[src/rtl/conv_sched_pkg.sv]
// Shared types and sizing helpers for the convolution row scheduler.
// Optional ReLU capture is selected with the CONV_SCHED_RELU_EN macro (see conv_result_capture).
package conv_sched_pkg;

  typedef enum logic [2:0] {
    IDLE   = 3'd0,
    LOAD   = 3'd1,
    RUN    = 3'd2,
    OUTPUT = 3'd3,
    DONE   = 3'd4
  } state_t;

  // Serial MAC needs D*F*F products plus pipeline fill/drain.
  function automatic int calc_lat(input int d, input int f);
    return d * f * f + 2;
  endfunction

  function automatic int calc_out_h(input int img_h, input int f);
    return img_h - f + 1;
  endfunction

  localparam int DEF_LAT   = calc_lat(1, 5);
  localparam int DEF_OUT_H = calc_out_h(32, 5);
  localparam int DEF_CNT_W = $clog2(DEF_LAT + 1);
  localparam int DEF_ROW_W = $clog2(DEF_OUT_H);

endpackage

[src/rtl/conv_result_capture.sv]
// Lane register bank that snapshots all conv-unit results for one output row.
// With CONV_SCHED_RELU_EN defined, each word with its sign bit set is stored as zero.
module conv_result_capture
  import conv_sched_pkg::*;
#(
  parameter int DATA_WIDTH = 32,
  parameter int NUM_UNITS  = 28
) (
  input  logic                            clk,
  input  logic                            rst,
  input  logic                            load_en,
  input  logic [NUM_UNITS*DATA_WIDTH-1:0] din,
  output logic [NUM_UNITS*DATA_WIDTH-1:0] dout
);

  logic [NUM_UNITS*DATA_WIDTH-1:0] lane_val;
  logic [NUM_UNITS*DATA_WIDTH-1:0] data_d;
  logic [NUM_UNITS*DATA_WIDTH-1:0] data_q;

  // ReLU is purely combinational on the capture path, so it adds no latency.
  for (genvar gi = 0; gi < NUM_UNITS; gi++) begin : g_lane
`ifdef CONV_SCHED_RELU_EN
    assign lane_val[gi*DATA_WIDTH +: DATA_WIDTH] =
      din[gi*DATA_WIDTH + DATA_WIDTH - 1] ? '0 : din[gi*DATA_WIDTH +: DATA_WIDTH];
`else
    assign lane_val[gi*DATA_WIDTH +: DATA_WIDTH] = din[gi*DATA_WIDTH +: DATA_WIDTH];
`endif
  end

  always_comb begin
    data_d = data_q;
    if (load_en) data_d = lane_val;
  end

  always_ff @(posedge clk or posedge rst) begin
    if (rst) data_q <= '0;
    else     data_q <= data_d;
  end

  assign dout = data_q;

endmodule

[src/rtl/conv_row_scheduler.sv]
// Sequences a bank of parallel conv units one output row at a time: load window, run, capture, hand off.
// Build option CONV_SCHED_RELU_EN enables ReLU on captured results.
module conv_row_scheduler
  import conv_sched_pkg::*;
#(
  parameter  int DATA_WIDTH = 32,
  parameter  int D          = 1,
  parameter  int F          = 5,
  parameter  int IMG_H      = 32,
  parameter  int NUM_UNITS  = 28,
  localparam int OUT_H      = calc_out_h(IMG_H, F),
  localparam int ROW_W      = (OUT_H > 1) ? $clog2(OUT_H) : 1,
  localparam int BUS_W      = NUM_UNITS * DATA_WIDTH
) (
  input  logic             clk,
  input  logic             reset,
  input  logic             start,
  output logic             busy,
  output logic             done,
  output logic             win_req,
  input  logic             win_ack,
  output logic [ROW_W-1:0] row_idx,
  output logic             unit_rst,
  input  logic [BUS_W-1:0] unit_result,
  output logic [BUS_W-1:0] out_data,
  output logic             out_valid,
  input  logic             out_ready,
  output logic [ROW_W-1:0] out_row
);

  localparam int LAT   = calc_lat(D, F);
  localparam int CNT_W = $clog2(LAT + 1);

  state_t             state_q, state_d;
  logic [CNT_W-1:0]   cnt_q, cnt_d;
  logic [ROW_W-1:0]   row_idx_q, row_idx_d;
  logic [ROW_W-1:0]   out_row_q, out_row_d;
  logic               busy_q, busy_d;
  logic               done_q, done_d;
  logic               win_req_q, win_req_d;
  logic               unit_rst_q, unit_rst_d;
  logic               out_valid_q, out_valid_d;
  logic               capture_en;

  always_comb begin
    state_d     = state_q;
    cnt_d       = cnt_q;
    row_idx_d   = row_idx_q;
    out_row_d   = out_row_q;
    busy_d      = busy_q;
    done_d      = 1'b0;
    win_req_d   = win_req_q;
    unit_rst_d  = unit_rst_q;
    out_valid_d = out_valid_q;
    capture_en  = 1'b0;
    unique case (state_q)
      IDLE: begin
        if (start) begin
          state_d   = LOAD;
          row_idx_d = '0;
          busy_d    = 1'b1;
          win_req_d = 1'b1;
        end
      end
      LOAD: begin
        if (win_ack) begin
          state_d    = RUN;
          win_req_d  = 1'b0;
          unit_rst_d = 1'b0;
          cnt_d      = '0;
        end
      end
      RUN: begin
        // The capture edge is the one that closes the LAT-th run cycle.
        if (cnt_q == CNT_W'(LAT - 1)) begin
          state_d     = OUTPUT;
          capture_en  = 1'b1;
          out_row_d   = row_idx_q;
          out_valid_d = 1'b1;
          unit_rst_d  = 1'b1;
        end else begin
          cnt_d = cnt_q + 1'b1;
        end
      end
      OUTPUT: begin
        if (out_ready) begin
          out_valid_d = 1'b0;
          if (row_idx_q == ROW_W'(OUT_H - 1)) begin
            state_d = DONE;
            done_d  = 1'b1;
          end else begin
            state_d   = LOAD;
            row_idx_d = row_idx_q + 1'b1;
            win_req_d = 1'b1;
          end
        end
      end
      DONE: begin
        state_d = IDLE;
        busy_d  = 1'b0;
      end
      default: begin
        state_d = IDLE;
      end
    endcase
  end

  always_ff @(posedge clk or posedge reset) begin
    if (reset) begin
      state_q     <= IDLE;
      cnt_q       <= '0;
      row_idx_q   <= '0;
      out_row_q   <= '0;
      busy_q      <= 1'b0;
      done_q      <= 1'b0;
      win_req_q   <= 1'b0;
      unit_rst_q  <= 1'b1;
      out_valid_q <= 1'b0;
    end else begin
      state_q     <= state_d;
      cnt_q       <= cnt_d;
      row_idx_q   <= row_idx_d;
      out_row_q   <= out_row_d;
      busy_q      <= busy_d;
      done_q      <= done_d;
      win_req_q   <= win_req_d;
      unit_rst_q  <= unit_rst_d;
      out_valid_q <= out_valid_d;
    end
  end

  conv_result_capture #(
    .DATA_WIDTH(DATA_WIDTH),
    .NUM_UNITS (NUM_UNITS)
  ) u_capture (
    .clk    (clk),
    .rst    (reset),
    .load_en(capture_en),
    .din    (unit_result),
    .dout   (out_data)
  );

  assign busy      = busy_q;
  assign done      = done_q;
  assign win_req   = win_req_q;
  assign row_idx   = row_idx_q;
  assign unit_rst  = unit_rst_q;
  assign out_valid = out_valid_q;
  assign out_row   = out_row_q;

endmodule

[config.mk]
export PLATFORM = sky130hd
export DESIGN_NAME = conv_row_scheduler
export DESIGN_NICKNAME = d
export VERILOG_FILES = /design/src/rtl/conv_sched_pkg.sv /design/src/rtl/conv_result_capture.sv /design/src/rtl/conv_row_scheduler.sv
export SDC_FILE = /design/constraint.sdc
export NUM_CORES = 1
export LEC_CHECK = 0
export ABC_AREA = 1
export CAP_MARGIN = 20
export CORE_AREA = 2 2 698 700
export DETAILED_ROUTE_END_ITERATION = 12
export DIE_AREA = 0 0 700 702
export PLACE_DENSITY = 0.3
export SLEW_MARGIN = 20
export SYNTH_ARGS = -nofsm -noshare
export SYNTH_HDL_FRONTEND = slang
export SYNTH_SLANG_ARGS = --single-unit
[constraint.sdc]
create_clock -name clk -period 37.6 [get_ports clk]
set_input_delay 3.76 -clock clk [delete_from_list [all_inputs] [get_ports clk]]
set_output_delay 3.76 -clock clk [all_outputs]
set_load 0.03 [all_outputs]
==> results.py <==
metrics = {
    "grt": {
        "grt_pass1_wl_um": 453000,
        "grt_pass1_vias": 36428,
        "grt_max_degree": 152,
        "antenna_found_initial": 399,
        "track_usage_pct": 14.4,
        "grt_overflow": 0,
    },
    "clocking": {
        "h-tree-depth": 4,
        "clk_pin_slew_worst_paths_ps": 50,
        "cts_resized": 0,
        "cts_setup_buffers": 0,
        "clock_path_buffers": 4,
        "cts_root_buf": "clkbuf_16",
        "cts_inserted_buffers": 142,
        "cts_tree": "built",
        "insertion_delay_ps": 880,
        "cts.sinks": 919,
        "hold_buffers": 0,
    },
    "timing": {
        "final-hold-violation-count": 0,
        "hold_slack_ps": 474,
        "period_needed_ps": 7960,
        "clock.fmax_mhz": 126,
        "rsz0062_at_grt": "no",
        "setup_viol": 0,
        "slew_violations": 0,
        "min_period_over_period_pct": 21.2,
        "fin_skew_ps": 58.9,
        "slew_headroom_pct": 31.4,
        "setup_tns_ps": 0,
        "tightest_slew_ps": 1030,
    },
    "worst_setup_path": {
        "cp-end-kind": "async pin",
        "critPathMaxFanout": 134,
        "rr_worst_depth": 12,
        "critPathLaunch": "reset",
        "worstSetupPathType": "in2async",
        "crit_path_end": "u_capture.dout[249]$_DFFE_PP0P_",
        "cp-start-kind": "input port",
        "crit_arrival_ps": 8760,
        "rr_endpoint": "u_capture.dout[166]$_DFFE_PP0P_",
        "r2r_slack_ps": 31720,
        "worstReg2RegStart": "cnt_q[0]$_DFFE_PP0P_",
        "required_ps": 38400,
    },
    "place": {
        "dp.cells": 12036,
        "gp_congestion": 1.12,
        "place_area_sq_um": 60300,
        "numPortBuffers": 1811,
        "dpl.hpwl_um": 316000,
    },
    "floorplanning": {
        "die_area_sq_um": 491000,
        "initial_core_util_pct": 7.17,
        "die-width_um": 700,
        "design.core.area_sq_um": 484000,
        "row_count": 256,
        "chipHeight_um": 702,
        "ios": 1812,
    },
    "power_and_ir_drop": {
        "clockPowerShare_pct": 54.2,
        "seqPwrFrac_pct": 38.9,
        "cellPowerDensity_nw_per_um2": 39.5,
        "p_sw_share_pct": 25.8,
        "p_int_uw": 1910,
        "peakVddDrop_v": 0.0000294,
        "leakage_uw": 0.0260,
        "p_sw_uw": 664,
        "p_comb_share_pct": 7.0,
    },
    "synth": {
        "syn_area_sq_um": 34700,
        "synth_cell_type_count": 21,
        "ys_ff_latch": 919,
        "syn_inst": 3938,
        "syn-num-nets": 4842,
        "yosysWarnings": 0,
        "syn_avg_cell_area_sq_um": 8.82,
        "synth.yosys.seq_area_share_pct": 66.2,
    },
    "drt": {
        "viasPerCell": 2.95,
        "routedWlPerCell_um": 29.9,
        "wl_um": 369000,
        "post-route-drc-count": 0,
        "drt-initial-drc-count": 2519,
        "drt-pass1-iter-count": 6,
        "ant_nets": 0,
        "vias": 36378,
    },
    "layout": {
        "fin_cells": 12347,
        "final_area_sq_um": 65100,
        "area_growth_pct": 87.4,
        "most-common-layout-cells": "2741 x nand2_1, 1811 x clkdlybuf4s50_1, 918 x dfrtp_1",
        "post-route-util_pct": 13.4,
        "final_layout_size_suffix_gt1_share_pct": 4.46,
        "final_nets": 6634,
        "layout_commonest_cell": "nand2_1",
    },
    "hold_path": {
        "hold_path_class": "reg2reg",
    },
    "run_status": {
        "status": "finished, final reports clean",
    },
    "flow_run": {
        "drv_cap": 0,
    },
}
-- cell usage after synthesis, drive strengths merged --
master	count	area (sq um)
xnor2	1	8.76
dfrtp	918	23000
o21ai	9	45.0
ha	3	37.5
inv	20	75.1
nor3	1	5.00
buf	199	1050
nand4	3	18.8
dfstp	1	26.3
nand3	15	80.1
a21oi	5	25.0
o21bai	2	15.0
xor2	2	17.5
nand2	2742	10300
nor2	17	71.3
-- routing by layer --
layer | vias to the layer above | part of all wire, % | track usage, %
li1 | 15566 | - | -
met1 | 17776 | 41 | 17.6
met2 | 2015 | 44 | 22.5
met3 | 845 | 11 | 7.31
met4 | 176 | 3.3 | 3.31
met5 | - | 0.30 | 0
-- worst max-delay path: stages --
cell	delay [ps]
clkdlybuf4s50_1	490
inv_8	560
buf_4	640
buf_6	670
buf_12	630
buf_12	530
buf_4	840
-- power by group through the flow --
stage               Combinational [uW]  Sequential (uW)  Clock, uW
finish                             179             1000       1390
global route                       195             1000       1490
CTS                                183             1000       1460
detailed placement                 182             1020          0
global placement                   182             1020          0
floorplan                         38.8             1020          0
-- stage by stage --
step / power [uW] / setup slack (ps)
finish: 2570 / 29640
detailed placement: 1200 / 28280
CTS: 2640 / 29220
floorplan: 1060 / 8000
global route: 2680 / 29040
global placement: 1200 / 28370
-- area by class of cell --
cell class              instances  area [sq um]
inverters                      20          82.6
clock buffers                 196          4040
fillers                     55331        419000
diodes                         67           168
clock inverters                48           648
well taps                    6450          8070
repair buffers               1847         18500
multi-input cells            2800         10600
flip-flops and latches        919         23000
-- state kept, by name, summed over array words and instances, names as in the netlist --
register and flops:
u_capture.dout 896, unit_rst 1, win_req 1, done 1, state_q 3, out_valid 1, out_row 5, cnt_q 5
row_idx 5, busy 1
-- worst min-delay path by stage --
| stage | start | slack [ps] | cells after the start | to |
|---|---|---|---|---|
| finish | u_capture.dout[20]$_DFFE_PP0P_ | 470 | 2 | u_capture.dout[20]$_DFFE_PP0P_ |
| global route | u_capture.dout[868]$_DFFE_PP0P_ | 490 | 2 | u_capture.dout[868]$_DFFE_PP0P_ |
| CTS | u_capture.dout[135]$_DFFE_PP0P_ | 480 | 2 | u_capture.dout[135]$_DFFE_PP0P_ |
| detailed placement | u_capture.dout[160]$_DFFE_PP0P_ | 460 | 2 | u_capture.dout[160]$_DFFE_PP0P_ |
| global placement | u_capture.dout[477]$_DFFE_PP0P_ | 460 | 2 | u_capture.dout[477]$_DFFE_PP0P_ |
| floorplan | cnt_q[0]$_DFFE_PP0P_ | 490 | 1 | cnt_q[0]$_DFFE_PP0P_ |
-- cell families after synthesis --
group           share of synthesized area (%)
xor+xnor                               0.0757
buf+inv                                  3.23
simple gates                             30.1
compound gates                          0.245
flops                                    66.2
fa+ha+maj                               0.108
Note: power is estimated with default switching activity, not from simulation.
